## src/rtl/fifo_arb_pkg.sv

```systemverilog
// Shared types and constants for the FIFO write-port arbiter.
package fifo_arb_pkg;

  typedef enum logic {
    IDLE  = 1'b0,
    BURST = 1'b1
  } arb_state_e;

  localparam int unsigned STALL_CNT_W = 16;

endpackage : fifo_arb_pkg

```

## src/rtl/fifo_wr_arbiter_rr_pick.sv

```systemverilog
// Combinational round-robin picker: first asserted request after last_idx_i, wrapping.
module rr_pick #(
  parameter int unsigned NUM_REQ = 4,
  parameter int unsigned IDX_W   = $clog2(NUM_REQ)
) (
  input  logic [NUM_REQ-1:0] req_i,
  input  logic [IDX_W-1:0]   last_idx_i,
  output logic [IDX_W-1:0]   winner_o,
  output logic               any_o
);

  logic [IDX_W-1:0] cand;

  // Scan last_idx+1 .. last_idx+NUM_REQ so the previous owner is checked last.
  always_comb begin
    winner_o = '0;
    any_o    = 1'b0;
    cand     = '0;
    for (int unsigned i = 1; i <= NUM_REQ; i++) begin
      cand = IDX_W'((32'(last_idx_i) + 32'(i)) % NUM_REQ);
      if (!any_o && req_i[cand]) begin
        any_o    = 1'b1;
        winner_o = cand;
      end
    end
  end

endmodule : rr_pick

```

## src/rtl/fifo_wr_arbiter.sv

```systemverilog
// Round-robin arbiter sharing one FIFO write port among NUM_REQ requesters in bounded bursts.
// Optional stall counter output enabled by defining FIFO_ARB_STALL_CNT_EN.
module fifo_wr_arbiter
  import fifo_arb_pkg::*;
#(
  parameter int unsigned NUM_REQ   = 4,
  parameter int unsigned WIDTH     = 8,
  parameter int unsigned MAX_BURST = 4,
  parameter int unsigned IDX_W     = $clog2(NUM_REQ)
) (
  input  logic                       clk,
  input  logic                       rst,
  input  logic [NUM_REQ-1:0]         req,
  input  logic [NUM_REQ*WIDTH-1:0]   req_data,
  input  logic                       fifo_full,
  output logic [NUM_REQ-1:0]         gnt,
  output logic [NUM_REQ-1:0]         ack,
  output logic [IDX_W-1:0]           grant_idx,
  output logic                       busy,
  output logic                       fifo_wr_en,
`ifdef FIFO_ARB_STALL_CNT_EN
  output logic [STALL_CNT_W-1:0]     stall_cnt,
`endif
  output logic [WIDTH-1:0]           fifo_wr_data
);

  localparam int unsigned BCNT_W = $clog2(MAX_BURST + 1);

  arb_state_e          state_q, state_d;
  logic [NUM_REQ-1:0]  gnt_q, gnt_d;
  logic [IDX_W-1:0]    grant_idx_q, grant_idx_d;
  logic [IDX_W-1:0]    last_idx_q, last_idx_d;
  logic [BCNT_W-1:0]   burst_cnt_q, burst_cnt_d;

  logic [IDX_W-1:0]    pick_idx;
  logic                pick_any;
  logic                owner_req;
  logic                wr;
  logic [WIDTH-1:0]    data_arr [NUM_REQ];

  rr_pick #(
    .NUM_REQ (NUM_REQ),
    .IDX_W   (IDX_W)
  ) u_rr_pick (
    .req_i      (req),
    .last_idx_i (last_idx_q),
    .winner_o   (pick_idx),
    .any_o      (pick_any)
  );

  for (genvar g = 0; g < NUM_REQ; g++) begin : g_unpack
    assign data_arr[g] = req_data[g*WIDTH +: WIDTH];
  end

  // Next-state: grant on request in IDLE; burst ends on owner drop or after MAX_BURST writes.
  always_comb begin
    state_d     = state_q;
    gnt_d       = gnt_q;
    grant_idx_d = grant_idx_q;
    last_idx_d  = last_idx_q;
    burst_cnt_d = burst_cnt_q;
    owner_req   = 1'b0;
    wr          = 1'b0;
    case (state_q)
      IDLE: begin
        if (pick_any) begin
          state_d     = BURST;
          gnt_d       = NUM_REQ'(1) << pick_idx;
          grant_idx_d = pick_idx;
          burst_cnt_d = '0;
        end
      end
      BURST: begin
        owner_req = req[grant_idx_q];
        wr        = owner_req & ~fifo_full;
        if (!owner_req || (wr && (burst_cnt_q == BCNT_W'(MAX_BURST - 1)))) begin
          state_d     = IDLE;
          gnt_d       = '0;
          last_idx_d  = grant_idx_q;
          burst_cnt_d = '0;
        end else if (wr) begin
          burst_cnt_d = burst_cnt_q + BCNT_W'(1);
        end
      end
      default: state_d = IDLE;
    endcase
  end

  always_ff @(posedge clk) begin
    if (rst) begin
      state_q     <= IDLE;
      gnt_q       <= '0;
      grant_idx_q <= '0;
      last_idx_q  <= IDX_W'(NUM_REQ - 1);
      burst_cnt_q <= '0;
    end else begin
      state_q     <= state_d;
      gnt_q       <= gnt_d;
      grant_idx_q <= grant_idx_d;
      last_idx_q  <= last_idx_d;
      burst_cnt_q <= burst_cnt_d;
    end
  end

  // Reset suppresses the write so an aborted burst never emits a word.
  assign fifo_wr_en   = wr & ~rst;
  assign ack          = fifo_wr_en ? (NUM_REQ'(1) << grant_idx_q) : '0;
  assign busy         = (state_q == BURST);
  assign fifo_wr_data = busy ? data_arr[grant_idx_q] : '0;
  assign gnt          = gnt_q;
  assign grant_idx    = grant_idx_q;

`ifdef FIFO_ARB_STALL_CNT_EN
  logic [STALL_CNT_W-1:0] stall_cnt_q;

  // Saturating count of cycles the owner was blocked by a full FIFO.
  always_ff @(posedge clk) begin
    if (rst) begin
      stall_cnt_q <= '0;
    end else if (owner_req && fifo_full && (stall_cnt_q != '1)) begin
      stall_cnt_q <= stall_cnt_q + STALL_CNT_W'(1);
    end
  end

  assign stall_cnt = stall_cnt_q;
`endif

endmodule : fifo_wr_arbiter

```

## config.mk

```make
export PLATFORM = sky130hd
export DESIGN_NAME = fifo_wr_arbiter
export DESIGN_NICKNAME = d
export VERILOG_FILES = /design/src/rtl/fifo_arb_pkg.sv /design/src/rtl/fifo_wr_arbiter_rr_pick.sv /design/src/rtl/fifo_wr_arbiter.sv
export SDC_FILE = /design/constraint.sdc
export NUM_CORES = 1
export LEC_CHECK = 0
export BUFFER_PORTS_ARGS = -buffer_cell sky130_fd_sc_hd__buf_2
export CAP_MARGIN = 40
export CORE_MARGIN = 5
export CORE_UTILIZATION = 45
export CTS_BUF_LIST = sky130_fd_sc_hd__clkbuf_4 sky130_fd_sc_hd__clkbuf_8
export DETAILED_ROUTE_END_ITERATION = 16
export GPL_TIMING_DRIVEN = 0
export PLACE_DENSITY_LB_ADDON = 0.15
export SKIP_LAST_GASP = 1
export SYNTH_ARGS = -nofsm -noshare
export SYNTH_HDL_FRONTEND = slang
export SYNTH_HIERARCHICAL = 1
export SYNTH_SLANG_ARGS = --single-unit
```

## constraint.sdc

```tcl
create_clock -name clk -period 2.22 [get_ports clk]
set_clock_uncertainty 0.2 [all_clocks]
set_input_delay 0.111 -clock clk [delete_from_list [all_inputs] [get_ports clk]]
set_output_delay 0.111 -clock clk [all_outputs]
set_load 0.1 [all_outputs]
```

==> results of run 1 <==
report_power, final:
| part | leakage [nW] | internal, W | switching (W) |
|---|---|---|---|
| clock | 0.0210 | 0.0000997 | 0.0000743 |
| combinational | 0.512 | 0.000138 | 0.000323 |
| sequential | 0.100 | 0.000232 | 0.0000156 |
cell usage after synthesis:
cell type,n,area share
dfxtp_1,12,0.24
nor2_1,12,0.045
and2_1,10,0.063
nand2b_1,9,0.057
inv_1,7,0.026
mux4_2,6,0.14
nand2_1,6,0.023
o32ai_1,5,0.044
a21oi_1,4,0.020
a21oi_2,3,0.026
clkbuf_1,3,0.011
mux2i_1,3,0.030
a31oi_1,2,0.013
buf_6,2,0.023
ha_1,2,0.025
mux4_1,2,0.053
nor4_1,2,0.013
o22ai_1,2,0.013
a21boi_0,1,0.0075
and2b_1,1,0.0075
buf_2,1,0.0050
mux2_4,1,0.015
mux2i_2,1,0.014
nand3_1,1,0.0050
nor2b_1,1,0.0063
nor3_1,1,0.0050
o21ai_1,1,0.0050
o221ai_2,1,0.015
o2bb2ai_4,1,0.028
o31ai_2,1,0.013
or2_1,1,0.0063
or3_1,1,0.0063
worst paths after layout:
kind / endpoint / slack [ns] / cells after the start
hold reg to reg: burst_cnt_q[1] / 0.28 / 2
setup / recovery: fifo_wr_data[5] / 0.07 / 5
hold / removal: last_idx_q[0] / 0.06 / 2
setup reg to reg: gnt[0] / 0.55 / 5
metrics by stage:
stage,util,total power (W)
after floorplan,-,0.000622
after global placement,0.636,0.000706
after detailed placement,0.636,0.000716
after CTS,0.653,0.000887
after global routing,0.654,0.000925
final,0.654,0.000883
sequential cells by signal, indices dropped and copies added, names as in the netlist:
name,cells
gnt,4
burst_cnt_q,3
grant_idx,2
last_idx_q,2
busy,1
layout by cell type (no fill, tap or decap), drive strengths merged, types with 6 or more instances in the layout:
cell	count
buf	59
nor2	12
dfxtp	12
and2	10
nand2b	9
mux4	8
clkbuf	8
inv	7
a21oi	7
nand2	6
cell families after synthesis:
kind of cell / after synthesis
AND/OR/NAND/NOR: 45
AO/OA/AOI/OAI: 21
adder cells (fa/ha/maj): 2
buffers and inverters: 13
multiplexers: 13
flip-flops: 12
metal layers:
metal  up-vias  share of wire  global-route usage  routed length [µm]
li1        512              -                   -                   -
met1       499           0.39               0.183                1090
met2        37           0.50               0.349                1420
met3         6          0.094              0.0475                 265
met4         0          0.012              0.0563                  33
met5         -              0                   0                   0
area by class of cell:
type,instances,area [µm²]
Fill cell,205,751
Multi-Input combinational cell,81,743
Timing Repair Buffer,57,288
Sequential cell,12,251
Buffer,6,38.8
Clock buffer,4,36.3
Tap cell,28,35.0
Inverter,7,26.3
==> metrics.csv, run 1 <==
metric;value;unit
synth_cells;106;
vias;1054;
syn-num-nets;147;
synth_compound_area_frac;0.184;
area_growth;42.6;%
crit_fanout;10;
rsz0062_at_grt;false;
cts.sinks;12;
dp_worst_setup_slack;0.301;ns
grt_pass1_wl;4750;µm
synth_top_family_by_area;multiplexers;
final_area;1420;µm²
clk_latency;0.27;ns
max_freq;466;MHz
cp_slowest_cell;dfxtp_4;
vias_per_cell;5.41;
outcome;finished, final reports clean;
yosys.area_share.simple;0.236;
worstPathArrival;1.83;ns
crit_path_cell_trace;buf_6 -> buf_2 -> mux4_2 -> and2_1 -> buf_2;
root_buffer;clkbuf_4;
portBuffers;57;
placed_area;1380;µm²
die_area;3250;µm²
ys_types;32;
grt_pass1_vias;1125;
cp_common_cell;buf_2;
instances_no_fill;195;
rr_startpoint;last_idx_q[1];
cts_inserted_buffers;3;
chipWidth;57.0;µm
setup_viol;0;
synth-seq-cells;12;
ios;59;
slew_headroom;0.588;
clock_path_buffers;2;
min_from;rst;
dpl.cell_count;191;
wl;2810;µm
coreArea;2170;µm²
start_kind;register;
antenna_found_initial;0;
hold_violations;0;
setup.worst_path.end_class;output port;
grt_max_degree;11;
netlist_area;995;µm²
finalSetupTns;0;ns
cts_resized;0;
crit_buf_inv;3;
antenna_cells;0;
ir_drop;430;µV
worst-setup-path-type;register to output port;
wl_per_cell;14.4;µm
drive_gt1_frac;0.521;
cp_top_family;buffers and inverters;
period_share;0.967;
hpwl;2320;µm
holdBufCountCts;0;
ant_nets;0;
power.density;622;nW/µm²
min_period;2.15;ns
drt_pre_antenna_iters;4;
drc;0;
initial_core_util;0.458;
avgSynthCellArea;9.38;µm²
gp_congestion;0.792;
hold_path_class;input pin to register;
cpPeakStageDelay;0.35;ns
muxShareOfSynthArea;0.248;
synth-adder-area-share;0.0252;
cts_tree;built;
cap_violations;0;
cp.required;1.91;ns
power_leakage;0.633;nW
num-nets-final;209;
htree_levels;1;
ys_warn_count;6;
die_y;57.0;µm
clk_pin_slew;0.07;ns
yosysSeqAreaShare;0.242;
drv_slew;0;
worstSetupStartpoint;grant_idx[1];
worst_pin_slew;0.617;ns
grtUsageTotal;0.179;
fin_ws;0.0741;ns
drt_iter0_drc;8;
row_count;17;
synth_xor_area_frac;0;
worst_hold_slack;0.0566;ns
cts_setup_buffers;0;
overflow;0;
Note: power is estimated with default switching activity, not from simulation.
==> run 2: changes to the inputs <==
--- a/config.mk
+++ b/config.mk
@@ -8,11 +8,12 @@
 export BUFFER_PORTS_ARGS = -buffer_cell sky130_fd_sc_hd__buf_2
 export CAP_MARGIN = 40
 export CORE_MARGIN = 5
-export CORE_UTILIZATION = 45
+export CORE_UTILIZATION = 48
 export CTS_BUF_LIST = sky130_fd_sc_hd__clkbuf_4 sky130_fd_sc_hd__clkbuf_8
 export DETAILED_ROUTE_END_ITERATION = 16
 export GPL_TIMING_DRIVEN = 0
 export PLACE_DENSITY_LB_ADDON = 0.15
+export RECOVER_POWER = 50
 export SKIP_LAST_GASP = 1
 export SYNTH_ARGS = -nofsm -noshare
 export SYNTH_HDL_FRONTEND = slang
==> run 2 against run 1 <==
Effect of this change: worst hold slack got worse by 0.020 ns; global-route usage is 0.63 points higher; die area is 5.2% lower; non-clock buffer count unchanged; critical endpoint is now fifo_wr_data[6]; wire length down 0.11%; sequential power barely moved; clock power hardly changed; power down 0.46%; critical path depth did not move; largest cell class unchanged; core utilization rose by 5.7 points.
==> metrics.csv, run 2 (synthesized netlist as in run 1, its figures left out) <==
metric;value;unit;change
p_sw_frac;0.471;;+0.00313
drt_pre_antenna_iters;4;;unchanged
worstPathArrival;1.85;ns;+0.02 ns
wl_per_cell;14.5;µm;+0.41%
power.density;630;nW/µm²;+1.2%
layout_commonest_cell;buf_2;;
overflow;0;;unchanged
rr_endpoint;gnt[3];;
dp_worst_setup_slack;0.293;ns;-0.00806 ns
coreArea;1960;µm²;-9.6%
cts_inserted_buffers;3;;unchanged
cap_violations;0;;unchanged
crit_path_cell_trace;buf_6 -> buf_2 -> mux4_2 -> and2_1 -> buf_2;;
setup_viol;0;;unchanged
hold_violations;0;;unchanged
largest_register_ffs;4;;unchanged
final_area;1400;µm²;-1.7%
hold_end;last_idx_q[0];;
clk_pin_slew;0.08;ns;about the same
gp_congestion;0.825;;+4.1%
cts_resized;1;;+1
ff2ff_setup_slack;0.50;ns;-0.05 ns
grt_max_degree;11;;unchanged
htree_levels;1;;unchanged
cp.required;1.91;ns;about the same
ir_drop;434;µV;+1.0%
grt_pass1_wl;4670;µm;-1.7%
rsz0062_at_grt;false;;
mostFrequentLayoutCells;buf_2, and2_1, clkbuf_1, nor2_1;;
period_share;0.972;;+0.00563
max_freq;463;MHz;-0.58%
portBuffers;57;;unchanged
vias_per_cell;5.47;;+1.2%
placed_area;1380;µm²;about the same
switchingPower;0.000414;W;+0.21%
num-nets-final;209;;unchanged
drv_slew;0;;unchanged
vias;1061;;+0.66%
initial_core_util;0.507;;+0.0485
setup.worst_path.end_class;output port;;
hold_path_class;input pin to register;;
cts.sinks;12;;unchanged
ios;59;;unchanged
p_int;0.000465;W;-1.0%
comb_power_share;0.515;;-0.007
die_y;55.5;µm;-2.6%
whs_path_depth;2;;unchanged
worst-setup-path-type;register to output port;;
power_leakage;0.603;nW;-4.7%
grt_pass1_vias;1068;;-5.1%
antenna_found_initial;0;;unchanged
cts_setup_buffers;0;;unchanged
instances_no_fill;194;;-0.51%
outcome;finished, final reports clean;;
slew_headroom;0.220;;-0.368
chipWidth;55.5;µm;-2.6%
row_count;16;;-1
clock_path_buffers;2;;unchanged
worst_hold_slack;0.0368;ns;-0.0198 ns
grtUsageTotal;0.186;;+0.00627
rr_startpoint;grant_idx[1];;
crit_fanout;10;;unchanged
cts_tree;built;;
cp_slowest_cell;dfxtp_4;;
min_from;rst;;
clk_latency;0.28;ns;about the same
root_buffer;clkbuf_4;;
min_period;2.16;ns;+0.0125 ns
seqPwrFrac;0.283;;+0.002
finish.utilization;0.711;;+0.0571
worst_pin_slew;1.18;ns;+0.558 ns
fin_ws;0.0616;ns;-0.0125 ns
p_clk_frac;0.202;;+0.005
fillerInstances;185;;-9.8%
ant_nets;0;;unchanged
drive_gt1_frac;0.461;;-0.0599
cp_common_cell;buf_2;;
area_growth;40.3;%;
die_area;3080;µm²;-5.2%
wl;2810;µm;-0.11%
drt_iter0_drc;24;;+16
hpwl;2350;µm;+1.2%
reg2reg_depth;5;;unchanged
holdBufCountCts;0;;unchanged
cpPeakStageDelay;0.35;ns;about the same
antenna_cells;0;;unchanged
start_kind;register;;
drc;0;;unchanged
dpl.cell_count;190;;-0.52%
## run 2: power groups by stage
stage / Combinational [W] / Sequential, W / Clock [W]
3_3_place_gp: 0.000453 / 0.000252 / 0
5_1_grt: 0.000477 / 0.000252 / 0.000189
3_5_place_dp: 0.000460 / 0.000254 / 0
6_report: 0.000453 / 0.000249 / 0.000177
4_1_cts: 0.000462 / 0.000249 / 0.000183
2_1_floorplan: 0.000288 / 0.000334 / 0
## run 2: worst max path at each step
stage,startpoint,to,slack [ns],cells past startpoint
3_3_place_gp,grant_idx[1],ack[0],0.30,5
6_report,grant_idx[1],fifo_wr_data[6],0.06,5
2_1_floorplan,grant_idx[1],ack[0],-0.23,4
3_5_place_dp,grant_idx[1],ack[0],0.29,5
4_1_cts,grant_idx[1],fifo_wr_data[3],0.05,5
5_1_grt,grant_idx[1],fifo_wr_data[5],0.004,5
## run 2: worst max-delay path: cells and delay by family, from the launching register on
family	cells	cell delay, ns
mux	1	0.34
buf+inv	3	0.70
simple gates	1	0.17
flops	1	0.35
## run 2: through the flow
step	power, W	TNS, ns
floorplan	0.000622	-0.366
global placement	0.000705	0
detailed placement	0.000714	0
CTS	0.000894	0
global route	0.000919	0
finish	0.000879	0
## run 2: layout make-up
type	count	area (µm²)	area share
plain buffers	6	38.8	0.0278
clock buffers	4	36.3	0.0260
inverters	7	26.3	0.0188
multi-input cells	81	729	0.523
flip-flops and latches	12	251	0.180
well taps	27	33.8	0.0242
repair buffers	57	279	0.200
## run 2: metal layers
| layer | track usage | wire [µm] | vias up |
|---|---|---|---|
| met4 | 0.0729 | 55 | 0 |
| met3 | 0.0490 | 190 | 7 |
| met2 | 0.345 | 1440 | 45 |
| met1 | 0.197 | 1130 | 502 |
| li1 | - | - | 507 |
| met5 | 0 | 0 | - |
==> run 3: changes to the inputs <==
--- a/config.mk
+++ b/config.mk
@@ -7,8 +7,10 @@
 export LEC_CHECK = 0
 export BUFFER_PORTS_ARGS = -buffer_cell sky130_fd_sc_hd__buf_2
 export CAP_MARGIN = 40
-export CORE_MARGIN = 5
-export CORE_UTILIZATION = 48
+export CELL_PAD_IN_SITES_DETAIL_PLACEMENT = 0
+export CELL_PAD_IN_SITES_GLOBAL_PLACEMENT = 1
+export CORE_ASPECT_RATIO = 1.75
+export CORE_UTILIZATION = 34
 export CTS_BUF_LIST = sky130_fd_sc_hd__clkbuf_4 sky130_fd_sc_hd__clkbuf_8
 export DETAILED_ROUTE_END_ITERATION = 16
 export GPL_TIMING_DRIVEN = 0
==> run 3 against run 2 <==
Effect of this change: maximum frequency rose by 3.8%; via count shrank 4.1%; highest routed layer unchanged; final cell count is the same; worst hold slack improved by 0.064 ns; first-iteration DRC count shrank 71%; wire length decreased by 6.5%; design area up 0.54%; critical path type unchanged; sequential power barely moved; critical endpoint is now fifo_wr_data[2].
==> metrics.csv, run 3 (synthesized netlist as in run 1, its figures left out) <==
metric;value;unit;change
outcome;finished, final reports clean;;
cp_top_family;buffers and inverters;;
worst-setup-path-type;register to output port;;
setup_viol;0;;unchanged
worst_pin_slew;1.16;ns;-0.0102 ns
ff2ff_setup_slack;0.46;ns;-0.04 ns
placed_area;1380;µm²;unchanged
layout_commonest_cell;buf_2;;
switchingPower;0.000406;W;-2.0%
root_buffer;clkbuf_8;;
portBuffers;57;;unchanged
ios;59;;unchanged
fin_ws;0.141;ns;+0.0797 ns
comb_power_share;0.494;;-0.021
cp_common_cell;buf_2;;
chipWidth;42.9;µm;-23%
wl_per_cell;13.5;µm;-6.5%
largest_register_ffs;4;;unchanged
slew_headroom;0.227;;+0.00679
ff_latch_area;251;µm²;unchanged
area_growth;41.0;%;
setup.worst_path.end_class;output port;;
grt_max_degree;11;;unchanged
drc;0;;unchanged
clk_pin_slew;0.05;ns;-0.03 ns
multiInputGateArea;724;µm²;-0.69%
crit_buf_inv;3;;unchanged
cts_tree;built;;
clk_latency;0.23;ns;-0.05 ns
ant_nets;0;;unchanged
clock_path_buffers;2;;unchanged
rr_endpoint;gnt[3];;
power.density;648;nW/µm²;+2.8%
drive_gt1_frac;0.455;;-0.00599
vias;1018;;-4.1%
dp_worst_setup_slack;0.290;ns;-0.00321 ns
coreArea;2750;µm²;+40%
start_kind;register;;
grtUsageTotal;0.171;;-0.0148
p_clk_frac;0.232;;+0.030
die_area;3150;µm²;+2.3%
min_period;2.08;ns;-0.0797 ns
overflow;0;;unchanged
cap_violations;0;;unchanged
drv_slew;0;;unchanged
rr_startpoint;grant_idx[1];;
rsz0062_at_grt;false;;
p_int;0.000503;W;+8.2%
p_sw_frac;0.446;;-0.0247
final_area;1400;µm²;+0.54%
cts.sinks;12;;unchanged
drt_iter0_drc;7;;-71%
die_y;73.6;µm;+32%
drt_pre_antenna_iters;4;;unchanged
whs_path_depth;2;;unchanged
power_leakage;0.609;nW;+0.99%
hold_path_class;input pin to register;;
reg2reg_depth;5;;unchanged
cts_setup_buffers;0;;unchanged
period_share;0.936;;-0.0359
cp_slowest_cell;dfxtp_4;;
grt_pass1_wl;4130;µm;-12%
hold_violations;0;;unchanged
antenna_cells;0;;unchanged
grt_pass1_vias;989;;-7.4%
row_count;25;;+9
ir_drop;443;µV;+1.9%
gp_congestion;0.707;;-14%
initial_core_util;0.361;;-0.146
worstPathArrival;1.77;ns;-0.08 ns
cts_inserted_buffers;3;;unchanged
antenna_found_initial;0;;unchanged
htree_levels;1;;unchanged
min_from;rst;;
num-nets-final;209;;unchanged
crit_path_cell_trace;buf_6 -> buf_2 -> mux4_2 -> and2_1 -> buf_2;;
mostFrequentLayoutCells;buf_2, and2_1, clkbuf_1, nor2_1;;
wl;2630;µm;-6.5%
seqPwrFrac;0.274;;-0.009
vias_per_cell;5.25;;-4.1%
crit_fanout;10;;unchanged
cpPeakStageDelay;0.34;ns;about the same
finalSetupTns;0;ns;unchanged
max_freq;481;MHz;+3.8%
fillerInstances;291;;+57%
hpwl;2210;µm;-6.1%
hold_end;last_idx_q[0];;
cp.required;1.91;ns;about the same
run 3: metal layers:
layer / wire length (µm) / track usage / up-vias
li1: - / - / 509
met2: 1430 / 0.330 / 47
met3: 205 / 0.0295 / 2
met4: 30 / 0.0938 / 0
met1: 958 / 0.163 / 460
met5: 0 / 0 / -
run 3: how the worst max path moves through the flow:
stage,end,start,cells past startpoint,slack [ns]
finish,fifo_wr_data[2],grant_idx[1],5,0.14
global route,fifo_wr_data[6],grant_idx[1],5,0.04
floorplan,ack[0],grant_idx[1],4,-0.23
CTS,ack[0],grant_idx[1],5,0.03
global placement,ack[0],grant_idx[1],5,0.30
detailed placement,ack[0],grant_idx[1],5,0.29
run 3: worst register-to-register path: stages, from the launching register on:
cell	delay, ns
dfxtp_4	0.34
buf_6	0.12
mux2_4	0.35
o2bb2ai_4	0.16
a21oi_1	0.31
o32ai_1	0.13
run 3: per-stage QoR:
| step | util | hold WS (ns) | total power [W] | cells |
|---|---|---|---|---|
| final | 0.510 | 0.101 | 0.000908 | 194 |
| after global routing | 0.510 | 0.150 | 0.000954 | 194 |
| after CTS | 0.519 | 0.103 | 0.000932 | 194 |
| after detailed placement | 0.501 | 0.267 | 0.000715 | 190 |
| after global placement | 0.501 | 0.259 | 0.000708 | 190 |
| after floorplan | - | 0.0805 | 0.000622 | 106 |
run 3: cell type report:
class / count / area share
plain buffers: 6 / 0.0277
clock buffers: 4 / 0.0348
inverters: 7 / 0.0187
multi-input cells: 81 / 0.517
flip-flops and latches: 12 / 0.179
well taps: 27 / 0.0241
repair buffers: 57 / 0.199
run 3: timing repair:
action | 4_1_cts | 5_1_grt
hold buffers | 0 | 0
resized for setup | 0 | 1
setup endpoints to repair | 0 | 1
run 3: power groups by stage:
stage / clock network [W] / logic, W / registers, W
after floorplan: 0 / 0.000288 / 0.000334
after global placement: 0 / 0.000455 / 0.000253
after detailed placement: 0 / 0.000461 / 0.000254
after CTS: 0.000220 / 0.000462 / 0.000249
after global routing: 0.000228 / 0.000473 / 0.000253
final: 0.000211 / 0.000448 / 0.000249
